$ cat src/rtl/seg_scan_driver_if.sv
// rtl/seg_scan_driver_if.sv - character codes in, multiplexed 7-segment bus out
interface seg_scan_driver_if;
  logic [4:0] bcd_0;
  logic [4:0] bcd_1;
  logic [4:0] bcd_2;
  logic [4:0] bcd_3;
  logic       blink;
  logic [6:0] seg;
  logic [3:0] an;

  modport master (output bcd_0, bcd_1, bcd_2, bcd_3, blink, input seg, an);
  modport slave  (input bcd_0, bcd_1, bcd_2, bcd_3, blink, output seg, an);
endinterface

$ cat src/rtl/seg_scan_driver.sv
// rtl/seg_scan_driver.sv - four-digit scanned 7-segment driver with blanking and blink
// Outputs are registered from next-state values so seg/an reflect the slot being entered.
module seg_scan_driver #(
  parameter int DIGIT_TICKS = 50000,
  parameter int BLANK_TICKS = 1000,
  parameter int BLINK_SCANS = 125
) (
  input  logic               clk,
  input  logic               rst,
  seg_scan_driver_if.slave   disp
);
  localparam int CW = (DIGIT_TICKS > 1) ? $clog2(DIGIT_TICKS) : 1;
  localparam int BW = $clog2(BLINK_SCANS + 1);
  localparam logic [CW-1:0] LAST_CNT   = CW'(DIGIT_TICKS - 1);
  localparam logic [CW-1:0] BLANK_V    = CW'(BLANK_TICKS);
  localparam logic [BW-1:0] BLINK_LAST = BW'(BLINK_SCANS - 1);

  localparam logic [4:0] BCD_A = 5'd10, BCD_B = 5'd11, BCD_D = 5'd12, BCD_F = 5'd13,
                         BCD_G = 5'd14, BCD_L = 5'd15, BCD_N = 5'd16, BCD_O = 5'd17,
                         BCD_R = 5'd18, BCD_T = 5'd19;

  typedef enum logic [1:0] {S_IDLE, S_BLANK, S_SHOW} state_t;

  state_t          state_q, state_d;
  logic [CW-1:0]   cnt_q, cnt_d;
  logic [1:0]      idx_q, idx_d;
  logic [BW-1:0]   bcnt_q, bcnt_d;
  logic            phase_q, phase_d;
  logic [3:0][4:0] shadow_q, shadow_d;
  logic [6:0]      seg_q, seg_d;
  logic [3:0]      an_q, an_d;
  logic            scan_start, scan_wrap, lit;
  logic [4:0]      code;
  logic [6:0]      glyph;

  always_ff @(posedge clk or posedge rst) begin
    if (rst) begin
      state_q  <= S_IDLE;
      cnt_q    <= '0;
      idx_q    <= 2'd0;
      bcnt_q   <= '0;
      phase_q  <= 1'b1;
      shadow_q <= '0;
      seg_q    <= 7'h7F;
      an_q     <= 4'hF;
    end else begin
      state_q  <= state_d;
      cnt_q    <= cnt_d;
      idx_q    <= idx_d;
      bcnt_q   <= bcnt_d;
      phase_q  <= phase_d;
      shadow_q <= shadow_d;
      seg_q    <= seg_d;
      an_q     <= an_d;
    end
  end

  always_comb begin
    cnt_d      = cnt_q;
    idx_d      = idx_q;
    bcnt_d     = bcnt_q;
    phase_d    = phase_q;
    shadow_d   = shadow_q;
    scan_start = 1'b0;
    scan_wrap  = 1'b0;

    // IDLE only exists between reset release and the first edge, which opens slot 0.
    if (state_q == S_IDLE) begin
      cnt_d      = '0;
      idx_d      = 2'd0;
      scan_start = 1'b1;
    end else if (cnt_q == LAST_CNT) begin
      cnt_d      = '0;
      idx_d      = idx_q + 2'd1;
      scan_start = (idx_q == 2'd3);
      scan_wrap  = (idx_q == 2'd3);
    end else begin
      cnt_d = cnt_q + 1'b1;
    end

    if (scan_start)
      shadow_d = {disp.bcd_3, disp.bcd_2, disp.bcd_1, disp.bcd_0};

    if (!disp.blink) begin
      bcnt_d  = '0;
      phase_d = 1'b1;
    end else if (scan_wrap) begin
      if (bcnt_q == BLINK_LAST) begin
        bcnt_d  = '0;
        phase_d = ~phase_q;
      end else begin
        bcnt_d = bcnt_q + 1'b1;
      end
    end

    state_d = (cnt_d < BLANK_V) ? S_BLANK : S_SHOW;
    lit     = (state_d == S_SHOW) && phase_d;
    code    = shadow_d[idx_d];

    case (code)
      5'd0:    glyph = 7'h40;
      5'd1:    glyph = 7'h79;
      5'd2:    glyph = 7'h24;
      5'd3:    glyph = 7'h30;
      5'd4:    glyph = 7'h19;
      5'd5:    glyph = 7'h12;
      5'd6:    glyph = 7'h02;
      5'd7:    glyph = 7'h78;
      5'd8:    glyph = 7'h00;
      5'd9:    glyph = 7'h10;
      BCD_A:   glyph = 7'h08;
      BCD_B:   glyph = 7'h03;
      BCD_D:   glyph = 7'h21;
      BCD_F:   glyph = 7'h0E;
      BCD_G:   glyph = 7'h42;
      BCD_L:   glyph = 7'h47;
      BCD_N:   glyph = 7'h2B;
      BCD_O:   glyph = 7'h40;
      BCD_R:   glyph = 7'h2F;
      BCD_T:   glyph = 7'h07;
      default: glyph = 7'h7F;
    endcase

    seg_d = lit ? glyph : 7'h7F;
    an_d  = lit ? ~(4'b0001 << idx_d) : 4'hF;
  end

  assign disp.seg = seg_q;
  assign disp.an  = an_q;
endmodule
$ cat src/flat_wrapper.sv
// flat-port wrapper written by rule: the top's interface ports become plain ports
module seg_scan_driver_flat 
#(
  parameter int DIGIT_TICKS = 50000,
  parameter int BLANK_TICKS = 1000,
  parameter int BLINK_SCANS = 125
)
  (clk, rst, disp_bcd_0, disp_bcd_1, disp_bcd_2, disp_bcd_3, disp_blink, disp_seg, disp_an);
  seg_scan_driver_if disp_i ();
  input  logic clk;
  input  logic rst;
  input wire logic [$bits(disp_i.bcd_0)-1:0] disp_bcd_0;
  input wire logic [$bits(disp_i.bcd_1)-1:0] disp_bcd_1;
  input wire logic [$bits(disp_i.bcd_2)-1:0] disp_bcd_2;
  input wire logic [$bits(disp_i.bcd_3)-1:0] disp_bcd_3;
  input wire logic [$bits(disp_i.blink)-1:0] disp_blink;
  output wire logic [$bits(disp_i.seg)-1:0] disp_seg;
  output wire logic [$bits(disp_i.an)-1:0] disp_an;
  assign disp_i.bcd_0 = disp_bcd_0;
  assign disp_i.bcd_1 = disp_bcd_1;
  assign disp_i.bcd_2 = disp_bcd_2;
  assign disp_i.bcd_3 = disp_bcd_3;
  assign disp_i.blink = disp_blink;
  assign disp_seg = disp_i.seg;
  assign disp_an = disp_i.an;
  seg_scan_driver #(.DIGIT_TICKS(DIGIT_TICKS), .BLANK_TICKS(BLANK_TICKS), .BLINK_SCANS(BLINK_SCANS)) u_core (.clk(clk), .rst(rst), .disp(disp_i));
endmodule
$ cat config.mk
export PLATFORM = sky130hd
export DESIGN_NAME = seg_scan_driver_flat
export DESIGN_NICKNAME = d
export VERILOG_FILES = /design/src/rtl/seg_scan_driver_if.sv /design/src/rtl/seg_scan_driver.sv /design/src/flat_wrapper.sv
export SDC_FILE = /design/constraint.sdc
export NUM_CORES = 1
export LEC_CHECK = 0
export CORE_AREA = 4 4 94 96
export CTS_BUF_LIST = sky130_fd_sc_hd__clkbuf_2 sky130_fd_sc_hd__clkbuf_4 sky130_fd_sc_hd__clkbuf_8
export CTS_CLUSTER_DIAMETER = 200
export DETAILED_ROUTE_END_ITERATION = 6
export DIE_AREA = 0 0 98 100
export GPL_ROUTABILITY_DRIVEN = 0
export PLACE_DENSITY = 0.63
export SLEW_MARGIN = 20
export SYNTH_ARGS = -nofsm -noshare
export SYNTH_HDL_FRONTEND = slang
export SYNTH_SLANG_ARGS = --single-unit
$ cat constraint.sdc
create_clock -name clk -period 5 [get_ports clk]
set_clock_uncertainty 0.05 [all_clocks]
set_input_delay 1.25 -clock clk [delete_from_list [all_inputs] [get_ports clk]]
set_output_delay 1.25 -clock clk [all_outputs]
set_load 0.02 [all_outputs]
==> results.txt <==
----------------------------------------------------
[Global route]
  Total grt overflow ... 0
  Pin count of the biggest net entering global routing ... 36
  Wire length of the first global-routing pass ... 13.0 mm
  GR Util All Layers ... 16.7%
  Number of antenna violations at the first check in global routing ... 0
  Via count of the first global-routing pass ... 2661

[Place]
  IO Port Bufs ... 33
  Number of placed instances with taps included ... 479
  Estimated wirelength of the detail-placed design ... 5.62 mm

[Synth]
  Multiplexer fraction of the synthesized cell area ... 11.9%
  Synthesized cell area ... 3560 um^2
  Leading cell types by count after synthesis ... dfrtp_1, nor2_1, mux2_2
  Leading cell type by number of instances after synthesis ... dfrtp_1
  Number of synthesis warnings ... 0
  Leading cell types by total area after synthesis ... dfrtp_1, dfstp_2, mux2_2
  Net count of the mapped netlist ... 388
  Proportion of netlist area held by the largest area contributor ... 33.1%
  Adder and majority gate portion of the synthesized area ... 3.87%
  Number of enable-type register cells in the synthesized netlist ... 0
  Simple-Gate Fraction of Synth Area ... 19.0%
  Largest family of logic cells by synthesized area ... simple AND/OR/NAND/NOR gates
  Sequential share of the synthesized area ... 41.9%
  Cell count after synthesis ... 354
  Asr flop ratio synth ... 100%
  Share of the synthesized area in compound gates (AO/OA/AOI/OAI) ... 15.2%
  Post-synthesis xor/xnor area fraction ... 3.69%
  Post-synthesis area per instance ... 10.0 um^2
  Post-synthesis cell type count ... 68
  Most used flip-flop cell after synthesis ... dfrtp_1
  Flops & latches, synth ... 59
  Largest area contributor in the synthesized netlist ... dfrtp_1

[Timing]
  Final max-slew violation count ... 0
  Final period utilization ... 73.9%
  Setup repair after global routing missed its margin ... false
  Total negative setup slack ... 0 ps
  Final Setup Violations ... 0
  Max Fclk ... 271 MHz
  Count of final hold-check violations ... 0
  Slew headroom ... 47.2%
  Worst Max-Slew Pin Slew ... 792 ps
  Shortest clock period the worst path allows after layout ... 3700 ps

[Clock tree]
  Clock buffer count from CTS ... 9
  # hold bufs at CTS ... 0
  Clock tree from TritonCTS ... built
  Bufs on Longest Clock Path ... 2
  Root Buffer ... clkbuf_8
  Setup repair bufs after CTS ... 0
  Number of cells upsized or downsized after cts ... 0
  CTS HTree Levels ... 3
  Clock Sinks ... 59
  Clock latency of the later-clocked register in the worst-skew pair ... 340 ps
  Clock-pin transition on the worst setup and hold timing paths ... 70 ps

[Routing]
  Total Routed Length ... 7.83 mm
  Number of nets with antenna violations after detailed routing ... 0
  DRC marker count from the first detailed-route iteration ... 97
  Residual DRC count ... 0
  Via count ... 2789
  First-pass iteration count of the detailed router ... 4
  Post-DR vias/cell ... 5.63
  Average detailed-routed wire length per instance ... 15.8 um

[Setup path]
  Crit-path cells ... ha_1, and3_2, and4_4, a31oi_4, mux2_2, mux2i_1, mux2_2, inv_1, ha_1, inv_1, nand3_1, a21oi_1, o221ai_1
  Length in cells of the worst reg-to-reg path ... 13
  Data required, critical path ... 5190 ps
  Kind of capture point of the worst setup path ... register
  Launch point of the worst path ... u_core.cnt_q[0]
  End point of the critical path ... u_core.disp.seg[6]
  Data arrival time at the worst-slack endpoint ... 3880 ps
  Cell type of the slowest stage on the worst timing path ... a31oi_4
  Register-to-register setup slack ... 1300 ps
  CP Launch Type ... register
  Worst Path Max Fanout ... 20
  R2R Path Start ... u_core.cnt_q[0]
  Crit Path Category ... reg -> reg
  Largest stage delay on the critical path ... 660 ps
  Worst r2r dst ... u_core.disp.seg[6]

[Die]
  FP Rows ... 33
  Placeable core region ... 8050 um^2
  Number of top-level design ports ... 34
  Effective utilization at floorplan ... 44.2%
  Die Footprint ... 9800 um^2
  Width of the die ... 98 um
  Chip Height ... 100 um

[Pwr]
  Switching Share ... 21.0%
  Power per cell area ... 270 nW/um^2
  Leakage ... 1.72 nW
  P_sw ... 238 uW
  Cell-internal power ... 895 uW
  Power share of the clock group ... 49.8%
  Largest vdd supply drop ... 0.140 mV
  Sequential share of power ... 43.2%
  Share of power burned in combinational logic ... 6.9%

[Job]
  Max-cap violations ... 0

[Cells and area]
  Ant. Diodes ... 0
  Layout Area Growth over Synthesis ... 18.2%
  Filler Cell Count ... 738
  Post-layout instance count excluding filler cells ... 495
  Final net count ... 419
  Share of layout cells above drive strength 1 ... 22.8%

[Run status]
  Outcome ... finished clean

[Min path]
  Worst Hold Depth ... 1
  Type of the tightest min-delay check ... reg -> reg

----------------------------------------------------
[logic make-up (layout without fill, tap and decap cells)]
group	Yosys count	after routing
AND/OR/NAND/NOR	124	124
AO/OA/AOI/OAI	79	79
flip-flops	59	59
multiplexers	34	34
buffers and inverters	32	68
XOR/XNOR	15	15
adder cells (fa/ha/maj)	11	11
[cell usage in the layout (no fill, tap or decap), types with 14 or more instances in the layout]
| cell type | netlist | routed |
|---|---|---|
| a21oi_1 | 22 | 22 |
| clkdlybuf4s50_1 | 0 | 33 |
| dfrtp_1 | 47 | 47 |
| inv_1 | 15 | 14 |
| mux2_2 | 25 | 25 |
| nand2_1 | 16 | 16 |
| nand3_1 | 24 | 24 |
| nor2_1 | 31 | 31 |
| o21ai_0 | 18 | 18 |
[flip-flops by register name, summed over array words and instances (netlist names)]
register         count
u_core.state_q       2
u_core.phase_q       1
u_core.shadow_q     20
u_core.bcnt_q        7
u_core.disp.seg      7
u_core.cnt_q        16
u_core.disp.an       4
u_core.idx_q         2
[worst min path at each step]
stage | endpoint | startpoint
global placement | u_core.shadow_q[4] | u_core.shadow_q[4]
finish | u_core.shadow_q[19] | u_core.shadow_q[19]
global route | u_core.shadow_q[19] | u_core.shadow_q[19]
CTS | u_core.shadow_q[15] | u_core.shadow_q[15]
detailed placement | u_core.shadow_q[14] | u_core.shadow_q[14]
floorplan | u_core.shadow_q[14] | u_core.shadow_q[14]
[final cells by class]
cell class	instances	area [um^2]	share of cell area [%]
multi-input cells	263	1910	45.5
well taps	105	131	3.13
inverters	17	63.8	1.52
clock inverters	4	95.1	2.26
flip-flops and latches	59	1490	35.5
clock buffers	12	165	3.93
repair buffers	35	345	8.22
[metal layers]
layer	share of wire [%]	up-vias	track usage [%]	wire length, um
met5	0	-	0	0
met4	1.7	0	6.71	133
met2	46	56	26.0	3640
li1	-	1354	-	-
met1	48	1370	22.4	3740
met3	4.1	9	4.38	319
[power groups by stage]
stage	sequential (mW)	clock, mW	combinational [mW]
final	0.490	0.565	0.0786
after global routing	0.490	0.601	0.0874
after CTS	0.490	0.579	0.0793
after detailed placement	0.498	0	0.0791
after global placement	0.498	0	0.0784
after floorplan	0.497	0	0.0487
[worst max-delay path, delay by kind of cell (launching register included)]
| family | cells | cell delay [ps] |
|---|---|---|
| AO/OA/AOI/OAI | 3 | 980 |
| adder cells (fa/ha/maj) | 2 | 520 |
| buffers and inverters | 2 | 220 |
| flip-flops | 1 | 440 |
| multiplexers | 3 | 840 |
| AND/OR/NAND/NOR | 3 | 530 |
[through the flow]
stage | hold WS [ps] | instance area (um^2) | total power [mW] | util (%) | setup WS, ps
2_1_floorplan | 416 | 3560 | 0.546 | - | 1800
3_3_place_gp | 427 | 3940 | 0.576 | 49.0 | 1080
3_5_place_dp | 432 | 3940 | 0.577 | 49.0 | 1020
4_1_cts | 449 | 4200 | 1.15 | 52.2 | 1330
5_1_grt | 455 | 4200 | 1.18 | 52.2 | 1030
6_report | 444 | 4200 | 1.13 | 52.2 | 1300
Power figures use the tool's default switching activity.
